[src/rtl/pipe_stage_reg.sv]
`default_nettype none
// ============================================================================
// Module   : pipe_stage_reg
// Brief    : Valid/ready pipeline stage register with flush, optional
//            two-entry skid buffer, occupancy and saturating stall counter.
// Revision : 1.0 - initial release
// ============================================================================
module pipe_stage_reg #(
    parameter int WIDTH   = 115,
    parameter int SKID_EN = 1,
    parameter int CNT_W   = 16
) (
    input  logic             clk,
    input  logic             reset,
    input  logic             in_valid,
    output logic             in_ready,
    input  logic [WIDTH-1:0] in_payload,
    output logic             out_valid,
    input  logic             out_ready,
    output logic [WIDTH-1:0] out_payload,
    input  logic             flush,
    output logic [1:0]       occupancy,
    output logic [CNT_W-1:0] stall_cnt
);

    // State encoding doubles as the occupancy count.
    localparam logic [1:0]       c_S_EMPTY  = 2'd0;
    localparam logic [1:0]       c_S_ONE    = 2'd1;
    localparam logic [1:0]       c_S_TWO    = 2'd2;
    localparam logic [CNT_W-1:0] c_CNT_MAX  = {CNT_W{1'b1}};
    localparam logic [CNT_W-1:0] c_CNT_ONE  = {{(CNT_W-1){1'b0}}, 1'b1};

    logic [1:0]       r_state_q, w_state_d;
    logic [WIDTH-1:0] r_main_q,  w_main_d;
    logic [WIDTH-1:0] r_skid_q,  w_skid_d;
    logic [CNT_W-1:0] r_stall_q, w_stall_d;
    logic             w_main_valid;
    logic             w_push;
    logic             w_pop;

    assign w_main_valid = (r_state_q != c_S_EMPTY);

    generate
        if (SKID_EN != 0) begin : g_skid_ready
            logic w_skid_valid;
            assign w_skid_valid = (r_state_q == c_S_TWO);
            assign in_ready     = !w_skid_valid && !reset;
        end else begin : g_comb_ready
            assign in_ready = (!w_main_valid || out_ready) && !reset;
        end
    endgenerate

    assign w_push = in_valid && in_ready;
    assign w_pop  = w_main_valid && out_ready;

    always_comb begin
        w_state_d = r_state_q;
        w_main_d  = r_main_q;
        w_skid_d  = r_skid_q;
        if (flush) begin
            w_state_d = c_S_EMPTY;
        end else begin
            case (r_state_q)
                c_S_EMPTY: begin
                    if (w_push) begin
                        w_state_d = c_S_ONE;
                        w_main_d  = in_payload;
                    end
                end
                c_S_ONE: begin
                    // Without the skid buffer a push here always pairs with a pop.
                    if (w_push && w_pop) begin
                        w_main_d = in_payload;
                    end else if (w_push) begin
                        w_state_d = c_S_TWO;
                        w_skid_d  = in_payload;
                    end else if (w_pop) begin
                        w_state_d = c_S_EMPTY;
                    end
                end
                c_S_TWO: begin
                    if (w_pop) begin
                        w_state_d = c_S_ONE;
                        w_main_d  = r_skid_q;
                    end
                end
                default: w_state_d = c_S_EMPTY;
            endcase
        end
    end

    always_comb begin
        w_stall_d = r_stall_q;
        if (w_main_valid && !out_ready && (r_stall_q != c_CNT_MAX)) begin
            w_stall_d = r_stall_q + c_CNT_ONE;
        end
    end

    always_ff @(posedge clk) begin
        if (reset) begin
            r_state_q <= c_S_EMPTY;
            r_main_q  <= '0;
            r_skid_q  <= '0;
            r_stall_q <= '0;
        end else begin
            r_state_q <= w_state_d;
            r_main_q  <= w_main_d;
            r_skid_q  <= w_skid_d;
            r_stall_q <= w_stall_d;
        end
    end

    assign out_valid   = w_main_valid;
    assign out_payload = r_main_q;
    assign occupancy   = r_state_q;
    assign stall_cnt   = r_stall_q;

endmodule
`default_nettype wire

[config.mk]
export PLATFORM = sky130hd
export DESIGN_NAME = pipe_stage_reg
export DESIGN_NICKNAME = d
export VERILOG_FILES = /design/src/rtl/pipe_stage_reg.sv
export SDC_FILE = /design/constraint.sdc
export NUM_CORES = 1
export LEC_CHECK = 0
export BUFFER_PORTS_ARGS = -buffer_cell sky130_fd_sc_hd__buf_2
export CORE_MARGIN = 2
export CORE_UTILIZATION = 48
export CTS_CLUSTER_DIAMETER = 50
export CTS_CLUSTER_SIZE = 8
export DETAILED_ROUTE_END_ITERATION = 7
export PLACE_DENSITY = 0.76
export SLEW_MARGIN = 10
export SYNTH_ARGS = -nofsm -noshare
export SYNTH_HDL_FRONTEND = slang
export SYNTH_SLANG_ARGS = --single-unit
[constraint.sdc]
create_clock -name clk -period 1.5 [get_ports clk]
set_input_delay 0 -clock clk [delete_from_list [all_inputs] [get_ports clk]]
set_output_delay 0 -clock clk [all_outputs]
set_load 0.05 [all_outputs]
==> results.py <==
metrics = {
    "min_path": {
        "min_path_cells": 5,
        "hold-path-endpoint": "occupancy[0]",
        "worstHoldPathType": "input port to register",
        "hp-start": "out_ready",
    },
    "sta": {
        "worst_pin_slew_ns": 0.641,
        "relSlewSlack_pct": 57.3,
        "slew_viol_final": 0,
        "min_period_over_period_pct": 117,
        "rsz0062_at_grt": "true",
        "finalClockSkew_ns": 0.0110,
        "timing.fmax_mhz": 568,
        "hold_ws_ns": 0.0377,
        "fin_crit_ns": 1.76,
        "setup_viol": 215,
        "final_hold_viol_count": 0,
        "setup_ws_ns": -0.262,
    },
    "global_route": {
        "top_usage_layer": "met2",
        "grt_overflow": 0,
        "grtUsageTotal_pct": 27.9,
        "grt_pass1_wl_mm": 51.2,
        "grt_use_met2_pct": 49.9,
        "met1_usage_pct": 32.5,
        "grt_max_degree": 116,
        "antenna_found_initial": 0,
        "met3_usage_pct": 5.45,
        "grt_pass1_vias": 10200,
    },
    "placement": {
        "dpl.hpwl_mm": 17.8,
        "place.port_buffers": 254,
        "gp_congestion": 0.865,
    },
    "worst_setup_path": {
        "r2r_start": "occupancy[0]",
        "reg2reg_to": "out_payload[64]",
        "worstSetupEndpointType": "register",
        "critical_path_required_ns": 1.85,
        "worstSetupPathType": "register to register",
        "cp-start-kind": "register",
        "critPathMaxFanout": 17,
        "worst-r2r-setup-slack_ns": -0.26,
        "r2r_cells": 5,
        "arrival_ns": 2.11,
        "crit_path_start": "occupancy[0]",
    },
    "synth": {
        "synth_cell_types": 39,
        "synthTopCellsByArea": "dfxtp_1 (48%), a21oi_1 (12%), mux2i_1 (11%)",
        "syn_avg_cell_area_um2": 8.93,
        "syn_nets": 1280,
        "yosysWarnings": 0,
        "synth_seq_cells": 248,
        "synthTopCellsByCount": "dfxtp_1 (248), a21oi_1 (244), nand2_1 (240)",
        "yosysSeqAreaShare_pct": 48.0,
        "synthArstFlopShare_pct": 0,
        "syn_area_um2": 10400,
        "netlist_instances": 1159,
        "yosysMostFrequentCell": "dfxtp_1",
        "synth_edf_count": 0,
        "synth_ff_type": "dfxtp_1",
        "yosys.area.top_type_share_pct": 48.0,
        "yosysTopAreaCell": "dfxtp_1",
    },
    "clock_tree": {
        "htreeDepth": 2,
        "clock_latency_ns": 0.50,
        "clock_path_buffers": 3,
        "cts_num_sinks": 248,
        "clkTransAtPathRegs_ns": 0.06,
        "cts_tree": "done",
        "cts-root-buf": "clkbuf_16",
        "numCtsBuffers": 37,
    },
    "layout": {
        "area_delta_synth_final_pct": 62.9,
        "seqCellArea_um2": 5020,
        "n_fill_cell": 1156,
        "multi_input_area_um2": 6070,
        "nets": 1704,
        "layout-drive-gt1-share_pct": 43.4,
    },
    "run_status": {
        "status": "complete, but fails checks",
        "failed_checks": "negative setup slack",
    },
    "route": {
        "first_pass_iters": 5,
        "vias": 11200,
        "drtIter0Drc": 695,
        "avgRoutedWirePerCell_um": 21.7,
        "route.detailed.drc": 0,
        "ant_nets": 0,
        "viasPerCell": 6.02,
        "routed_wl_mm": 40.4,
    },
    "floorplan": {
        "row_count": 53,
        "coreArea_um2": 21100,
        "die_h_um": 151,
        "io_pins": 255,
        "die_x_um": 151,
        "dieArea_um2": 22800,
        "start_util_pct": 49.1,
    },
    "flow_run": {
        "cap_violations": 0,
    },
    "power_and_ir_drop": {
        "power_uw": 17000,
        "power.density_nw_per_um2": 1010,
        "leakage_uw": 0.00718,
        "vdd_ir_drop_max_v": 0.00108,
    },
}
-- worst max-delay path: stages, from the launching register on --
cell and delay, ns:
dfxtp_4 0.40, nand2b_4 0.08, a32o_4 0.35, buf_12 0.16, buf_12 0.15, a311oi_1 0.47
-- cell usage in the layout, fill, tap and decap left out, drive strengths merged, types with 6 or more instances in the layout --
cell and instances:
buf 371, dfxtp 248, a21oi 244, nand2 240, dlygate4sd3 118, mux2i 116, a311oi 115, clkbuf 58
o21ai 9, or3 7, nand4 7, or4 6, nand3 6
-- kinds of logic after synthesis --
kind of cell | after synthesis | synth area share [%]
DFF | 248 | 48.0
buffers and inverters | 125 | 5.72
and+or+nand+nor | 285 | 11.7
adders and majority gates | 1 | 0.121
muxes | 116 | 11.2
AOI/OAI and AO/OA | 384 | 23.3
-- worst max-delay path by stage --
stage                            endpoint  slack, ns  depth (start not counted)
after detailed placement  out_payload[68]      -0.07                          6
after floorplan              r_skid_q[64]      -0.23                          8
final                     out_payload[64]      -0.26                          5
after global placement       r_skid_q[46]      -0.03                          7
after global routing      out_payload[64]      -0.27                          5
after CTS                    r_skid_q[67]       -0.1                          8
-- metrics by stage --
step           std cells  setup slack, ns  utilization, %  TNS [ns]  instance area (um2)
2_1_floorplan       1159           -0.231               -    -34.97                11000
3_3_place_gp        1638          -0.0254            60.4    -0.833                12700
3_5_place_dp        1638          -0.0692            60.4     -3.64                12700
4_1_cts             1819          -0.0974            73.7     -4.98                15500
5_1_grt             1864           -0.272            79.9    -26.81                16900
6_report            1865           -0.262            80.0    -16.75                16900
-- state kept, by name (all words and copies together), names as in the netlist --
| signal | cells |
|---|---|
| r_skid_q | 115 |
| occupancy | 2 |
| stall_cnt | 16 |
| out_payload | 115 |
-- area by class of cell --
type                    count  area share, %
multi-input cells         787           36.0
flip-flops and latches    248           29.8
repair buffers            504           26.2
clock buffers              43           5.62
well taps                 275           2.04
clock inverters             2          0.208
inverters                   5          0.156
diodes                      1         0.0148
-- where the power goes --
part | switching (uW) | internal, uW
Combinational | 1700 | 1060
Clock | 2800 | 4550
Sequential | 154 | 6770
-- repair_timing --
action / 4_1_cts / 5_1_grt
endpoints found under the setup margin: 221 / 244
hold buffers: 118 / 0
buffers inserted: 11 / 29
pin swaps: 16 / 58
endpoints found under the hold margin: 232 / 0
cloned: 8 / 17
resized for setup: 79 / 156
-- routing by layer --
layer,share of wire (%),vias to the layer above,routed length (um)
met3,7.1,156,2860
li1,-,5077,-
met4,5.3,0,2130
met5,0,-,0
met2,51,578,20600
met1,37,5424,14800
Power figures use the tool's default switching activity.
